File: config.mk
export PLATFORM = sky130hd
export DESIGN_NAME = alu_writeback
export DESIGN_NICKNAME = d
export VERILOG_FILES = /design/src/rtl/alu_writeback.sv
export SDC_FILE = /design/constraint.sdc
export NUM_CORES = 1
export LEC_CHECK = 0
export ABC_AREA = 1
export BUFFER_PORTS_ARGS = -buffer_cell sky130_fd_sc_hd__buf_2
export CAP_MARGIN = 20
export CORE_AREA = 2 2 71 73
export CTS_CLUSTER_SIZE = 8
export DETAILED_ROUTE_END_ITERATION = 10
export DIE_AREA = 0 0 73 75
export MAX_ROUTING_LAYER = met4
export PLACE_DENSITY = 0.81
export SLEW_MARGIN = 40
export SYNTH_ARGS = -nofsm -noshare
export SYNTH_HDL_FRONTEND = slang
export SYNTH_SLANG_ARGS = --single-unit
File: constraint.sdc
create_clock -name clk -period 3.2 [get_ports clk]
set_clock_uncertainty 0.05 [all_clocks]
set_input_delay 0.64 -clock clk [delete_from_list [all_inputs] [get_ports clk]]
set_output_delay 0.64 -clock clk [all_outputs]
set_load 0.02 [all_outputs]
File: src/rtl/alu_writeback.sv
// rtl/alu_writeback.sv - ALU writeback stage: PSR update and in-order register-file write FIFO
module alu_writeback #(
  parameter int DEPTH = 2,
  parameter int AW    = 4
) (
  input  logic                       clk,
  input  logic                       rst_n,
  input  logic [15:0]                alu_result,
  input  logic [4:0]                 alu_flags,
  input  logic [7:0]                 alu_opcode,
  input  logic [AW-1:0]              dest,
  input  logic                       in_valid,
  output logic                       in_ready,
  input  logic                       flush,
  output logic                       wb_valid,
  input  logic                       wb_ready,
  output logic [AW-1:0]              wb_addr,
  output logic [15:0]                wb_data,
  output logic [4:0]                 psr,
  output logic [$clog2(DEPTH+1)-1:0] count
);
  localparam int CW = $clog2(DEPTH+1);
  localparam int PW = (DEPTH > 1) ? $clog2(DEPTH) : 1;
  localparam logic [CW-1:0] FULL = CW'(DEPTH);
  localparam logic [PW-1:0] LAST = PW'(DEPTH - 1);

  logic [AW-1:0] mem_addr [DEPTH];
  logic [15:0]   mem_data [DEPTH];
  logic [PW-1:0] wr_ptr;
  logic [PW-1:0] rd_ptr;
  logic          is_wrf;
  logic          is_flg;
  logic          accept;
  logic          push;
  logic          pop;

  function automatic logic [PW-1:0] ptr_inc(input logic [PW-1:0] p);
    return (p == LAST) ? '0 : p + 1'b1;
  endfunction

  // Unknown or undefined opcodes fall to default and are treated as NOPs.
  always_comb begin
    is_wrf = 1'b0;
    is_flg = 1'b0;
    case (alu_opcode[7:4])
      4'h0: begin
        is_wrf = (alu_opcode[3:0] >= 4'h1) && (alu_opcode[3:0] <= 4'h9);
        is_flg = (alu_opcode[3:0] == 4'hB) || (alu_opcode[3:0] == 4'hF);
      end
      4'h5, 4'h6, 4'h7: is_wrf = 1'b1;
      4'h8: is_wrf = (alu_opcode[3:0] == 4'h0) || (alu_opcode[3:0] == 4'h1) ||
                     (alu_opcode[3:0] == 4'h4);
      default: ;
    endcase
  end

  assign in_ready = (count < FULL);
  assign wb_valid = (count != '0);
  assign wb_addr  = mem_addr[rd_ptr];
  assign wb_data  = mem_data[rd_ptr];

  assign accept = in_valid && in_ready;
  assign push   = accept && is_wrf && !flush;
  assign pop    = wb_valid && wb_ready;

  always_ff @(posedge clk or negedge rst_n) begin
    if (!rst_n) begin
      psr    <= '0;
      count  <= '0;
      wr_ptr <= '0;
      rd_ptr <= '0;
      for (int i = 0; i < DEPTH; i++) begin
        mem_addr[i] <= '0;
        mem_data[i] <= '0;
      end
    end else begin
      // Flags commit in program order at accept, independent of flush.
      if (accept && (is_wrf || is_flg))
        psr <= alu_flags;
      if (flush) begin
        count  <= '0;
        wr_ptr <= '0;
        rd_ptr <= '0;
      end else begin
        if (push) begin
          mem_addr[wr_ptr] <= dest;
          mem_data[wr_ptr] <= alu_result;
          wr_ptr           <= ptr_inc(wr_ptr);
        end
        if (pop)
          rd_ptr <= ptr_inc(rd_ptr);
        count <= count + CW'(push) - CW'(pop);
      end
    end
  end
endmodule

---- Word level (Yosys, flattened, before mapping) ----
Index checks and enable logic that the tools add are counted.
cells by class
  reductions and logical operators ........ 19
  $lt $le $gt $ge ......................... 6
  bitwise gates (word level) .............. 3
  multiplexer cells ....................... 21
  $add $sub $neg .......................... 4
  equal/unequal tests ..................... 8
operators by type and width
  operator               count
  $mux W16               4
  $bwmux W32             1
  $demux W16 S1          1
  $eq A4 B3 Y1 const B   4
  $mux W4                4
  $eq A4 B4 Y1 const B   3
  $bwmux W8              1
  $logic_not A4 Y1       2
  $logic_and A1 B1 Y1    7
  $mux W1                7
  $reduce_bool A2 Y1     3
  $demux W4 S1           1
  $eq A4 B1 Y1 const B   1
  $ge A2 B2 Y1 const B   2
  $ge A4 B1 Y1 const B   1
  $le A4 B4 Y1 const B   1
  $logic_or A1 B1 Y1     4
  $not A1 Y2             2
  $pmux W1 S3            1
  $reduce_or A3 Y1       1
  $add A1 B1 Y1 const B  2
  $add A2 B1 Y2          1
  $lt A2 B1 Y1 const B   1
  $lt A2 B2 Y1 const B   1
  5 further kinds        5
storage, ports and cells
  register bits after elaboration ......... 49
  input bits .............................. 38
  logic and storage cells ................. 69
  output and inout port bits .............. 29

---- Longest topological paths before layout ----
  word-level depth ........................ 9
  mapped depth ............................ 12
  depth with buffers taken out ............ 12

---- Worst setup path before layout ----
No wires, ideal clock.
  path type ............................... input -> register
  from .................................... input alu_opcode[7]
  to ...................................... register count[1]
  buffers on the path ..................... 0
  stages on the path ...................... 11
  required time ........................... 3.032 ns
  arrival time ............................ 1.834 ns
  setup slack ............................. 1.198 ns
  cells stage by stage .................... inv_1 > nand2_1 > nor2_4 > nand3_2 > nand2_4 > nand3_1 > ha_1 > inv_1 > ha_1 > xor2_1 > nor2_1
on the way
  longest elaborated chain between the ends .. 8
  elaborated cells between the ends (all ways) .. 12
RTL lines
  element                                line  RTL
  start: declaration                     10    input logic [7:0] alu_opcode,
  $eq A4 B3 Y1                           45    case (alu_opcode[7:4])
  $reduce_or A3 Y1                       45
  $pmux W1 S3 (*)                        45
  $logic_and A1 B1 Y1 (*) (2 in series)  63    assign push = accept && is_wrf && !flush;
  $add A2 B1 Y2 (*)                      92    count <= count + CW'(push) - CW'(pop);
  $sub A2 B1 Y2 (*)                      92
  $mux W2 (*)                            80    if (flush) begin
  end signal: assignment                 92
  end: declaration                       20    output logic [$clog2(DEPTH+1)-1:0] count
Every way passes the cells marked *; elsewhere a longest branch is shown, timed or not.
A chain may end at the register's enable or synchronous reset.

---- Final worst setup path ----
  from .................................... register rd_ptr
  to ...................................... output wb_data[1]
on the way
  longest elaborated chain between the ends .. 4
RTL lines
  element                                       line  RTL
  start: declaration                            30    logic [PW-1:0] rd_ptr;
  start signal: assignment                      91    rd_ptr <= ptr_inc(rd_ptr);
  $not A1 Y2 (implied by the code)              60    assign wb_data = mem_data[rd_ptr];
  $mux W16 (implied by the code) (3 in series)  60
  end: declaration                              18    output logic [15:0] wb_data,
No other way between the ends. The select of a mux whose other input is x is not followed.

==> results.yml <==
run_status:
  run_status: "finished clean"
critical_path:
  worstReg2RegStart: "count[1]$_DFF_PN0_"
  crit_family: "buffers and inverters"
  timing.critical_path.fanout_max: 22
  cpPeakStageDelay_ps: 520
  crit_chain: "inv_1, nand2_1, nand2_1, buf_2"
  worstSetupStartpoint: "rd_ptr$_DFFE_PN0P_"
  worst-setup-path-type: "reg -> out"
  critPathMostFrequentCell: "sky130_fd_sc_hd__nand2_1"
  cp_data_arrival_time_ps: 1580
  worstPathBufferInverterCount: 2
  end_kind: "primary output"
  required_ps: 2510
  worstSetupStartpointType: "flip-flop"
  critical-path-slowest-cell: "sky130_fd_sc_hd__inv_1"
synth:
  netlist_area_um2: 2529
  post_synthesis_sequential_area_ratio_pct: 48.49
  yosys_most_used_dff: "sky130_fd_sc_hd__dfrtp_1"
  unique_masters_post_synth: 26
  synth_largest_type_area_fraction_pct: 48.49
  synth_cells: 307
  synthMostInstantiatedCell: "sky130_fd_sc_hd__nand2_1"
  synth.net_count: 347
  yosys_warnings: 0
  list_of_most_frequent_post_synthesis_cells: "sky130_fd_sc_hd__nand2_1 (137), sky130_fd_sc_hd__dfrtp_1 (49), sky130_fd_sc_hd__inv_1 (30)"
  async_reset_ff_share_pct: 100.0
  yosysTopAreaCell: "sky130_fd_sc_hd__dfrtp_1"
  ys_ff_latch: 49
  synth_area_leaders: "sky130_fd_sc_hd__dfrtp_1 (48%), sky130_fd_sc_hd__nand2_1 (20%), sky130_fd_sc_hd__o21ai_2 (6.9%)"
  syn_avg_cell_area_um2: 8.237
  synth_edf_count: 0
sta:
  grt_setup_unrepaired: "no"
  slew_headroom_pct: 53.26
  finalMaxSlewViolations: 0
  finalSetupTns_ps: 0
  worst_slew_pin_slew_ps: 700.3
  fmax_ghz: 0.4397
  layout_min_cycle_time_ps: 2274
  min_period_over_period_pct: 71.07
  finalHoldViolCount: 0
  setup_slack_ps: 925.7
  report.final.setup_viol: 0
power_and_ir_drop:
  seqPwrFrac_pct: 39.3
  clk_pwr_share_pct: 19.9
  vdd.ir_drop.worst_mv: 0.4198
  comb_power_share_pct: 40.8
  internal_power_mw: 1.321
  power.net_switching_mw: 0.8923
  netSwitchingFraction_pct: 40.32
  pwr_density_cell_nw_per_um2: 753.3
  power.static_leakage_nw: 1.647
clock_tree:
  clk_transition_reported_paths_ps: 80
  ctsLongestPathBuffers: 2
  worst_skew_pair.late_latency_ps: 300
  htree_num_levels: 2
  cts_hold_buf: 0
  postCtsResizedCells: 0
  cts_root_buf: "sky130_fd_sc_hd__clkbuf_8"
  clock-sinks: 49
  cts_tree: "built"
  number_of_buffers_created_by_cts: 5
  cts.repair_timing.setup_buffer_count: 0
drt:
  dr_total_vias: 2110
  drt-initial-drc-count: 148
  drc: 0
  drt.antenna.violating_nets: 0
  avgViaCountPerCell: 4.988
  post_drt_wl_per_cell_um: 12.43
  drt_first_pass_iters: 4
  routed_wl_um: 5256
finish:
  count_of_nets_after_finishing: 408
  flow.area_growth_from_synthesis_pct: 16.18
  layout_cell_share_with_drive_strength_beyond_1_pct: 29.27
  antenna_cells_inserted: 0
placement:
  globalplace.congestion: 0.7594
  pre_cts_slack_ps: 965.7
  port-buffer-count: 66
  dp_hpwl_um: 3484
floorplanning:
  dieArea_um2: 5475
  die_height_um: 75
  num_io_pins: 67
  initial_utilization_pct: 54.26
  rows: 25
  dieWidth_um: 73
  core_um2: 4661
global_route:
  grt_pass1_vias: 1983
  initial_antenna_violation_count: 0
  wire_length_of_the_first_global_routing_pass_um: 8680
  grt_max_degree: 50
  gr-usage-all-layers_pct: 21.49
  grt-ovfl-total: 0
worst_hold_path:
  timing.hold.worst.class: "in -> async"
run:
  timing.max_cap.violations: 0
==> kinds of logic (layout without fill, tap and decap cells) <==
family / Yosys count / after routing / share of synthesized area, %
XOR/XNOR: 2 / 2 / 0.6929
AO/OA/AOI/OAI: 24 / 24 / 7.719
buffers and inverters: 45 / 107 / 9.253
adder cells (fa/ha/maj): 2 / 2 / 0.9895
flip-flops: 49 / 49 / 48.49
AND/OR/NAND/NOR: 185 / 185 / 32.86
==> metrics by stage <==
step / power (mW) / area (um2) / hold slack, ps / instances / utilization, %
after floorplan: 1.492 / 2529 / 294.4 / 307 / -
after global routing: 2.360 / 2938 / 323.2 / 423 / 63.03
after detailed placement: 1.787 / 2826 / 409.8 / 415 / 60.64
final: 2.213 / 2938 / 281.4 / 423 / 63.03
after CTS: 2.231 / 2938 / 306.7 / 423 / 63.03
after global placement: 1.763 / 2824 / 404.4 / 415 / 60.59
==> layout make-up <==
type / instances / area [um2]
Clock inverter: 2 / 38.79
Sequential cell: 49 / 1226
Fill cell: 428 / 1723
Inverter: 31 / 116.4
Tap cell: 54 / 67.56
Timing Repair Buffer: 68 / 347.8
Clock buffer: 6 / 72.57
Multi-Input combinational cell: 213 / 1069
==> worst paths after layout <==
kind                       slack (ps)  depth (start not counted)                       end
setup / recovery                  930                          4                wb_data[1]
hold / removal                    280                          1        psr[2]$_DFFE_PN0P_
setup reg to reg                 1360                          8        count[1]$_DFF_PN0_
hold reg to reg                   420                          2        psr[0]$_DFFE_PN0P_
max in group asynchronous        2400                          1  mem_data[13]$_DFFE_PN0P_
min in group clk                  420                          2        psr[0]$_DFFE_PN0P_
==> state kept, by name (all words and copies together) (netlist names) <==
register,flops
rd_ptr,1
wr_ptr,1
mem_data,32
mem_addr,8
psr,5
count,2
==> layer usage <==
metal | vias to the layer above | global-route usage, % | share of wire [%]
met5 | - | - | 0
met4 | 0 | 7.202 | 1.1
met3 | 6 | 4.953 | 4.6
met2 | 51 | 36.04 | 50
met1 | 986 | 25.66 | 44
li1 | 1067 | - | -
==> power groups by stage <==
stage                     registers, mW  logic (mW)  clock network, mW
after floorplan                   0.908       0.585                  0
after global placement            0.875       0.889                  0
after detailed placement          0.880       0.907                  0
after CTS                         0.870       0.912              0.449
after global routing              0.891       0.989              0.479
final                             0.869       0.903              0.441
==> worst register-to-register path: cells and delay by family, from the launching register on <==
kind / cells / cell delay [ps]
buf+inv: 2 / 90
fa+ha+maj: 2 / 440
simple gates: 3 / 500
xor+xnor: 1 / 170
flops: 1 / 490
==> layout by cell type, fill, tap and decap left out <==
master and instances:
sky130_fd_sc_hd__nand2_4 3, sky130_fd_sc_hd__nand4_4 1, sky130_fd_sc_hd__nor2_2 2, sky130_fd_sc_hd__o21ai_2 20, sky130_fd_sc_hd__nand3_1 27, sky130_fd_sc_hd__nor2_4 2, sky130_fd_sc_hd__bufinv_16 1, sky130_fd_sc_hd__nand4_1 1
sky130_fd_sc_hd__a21oi_1 1, sky130_fd_sc_hd__nor2_8 1, sky130_fd_sc_hd__inv_2 1, sky130_fd_sc_hd__o21ai_0 3, sky130_fd_sc_hd__nand3_2 1, sky130_fd_sc_hd__clkbuf_1 1, sky130_fd_sc_hd__or2_2 1, sky130_fd_sc_hd__nor3_1 1
sky130_fd_sc_hd__nor2_1 7, sky130_fd_sc_hd__xor2_1 1, sky130_fd_sc_hd__clkbuf_8 5, sky130_fd_sc_hd__buf_4 3, sky130_fd_sc_hd__ha_1 2, sky130_fd_sc_hd__nand2_1 137, sky130_fd_sc_hd__buf_2 65, sky130_fd_sc_hd__dfrtp_1 49
sky130_fd_sc_hd__nand3_4 1, sky130_fd_sc_hd__xnor2_1 1, sky130_fd_sc_hd__inv_1 30, sky130_fd_sc_hd__clkinv_4 1
(Power assumes the default switching activity.)
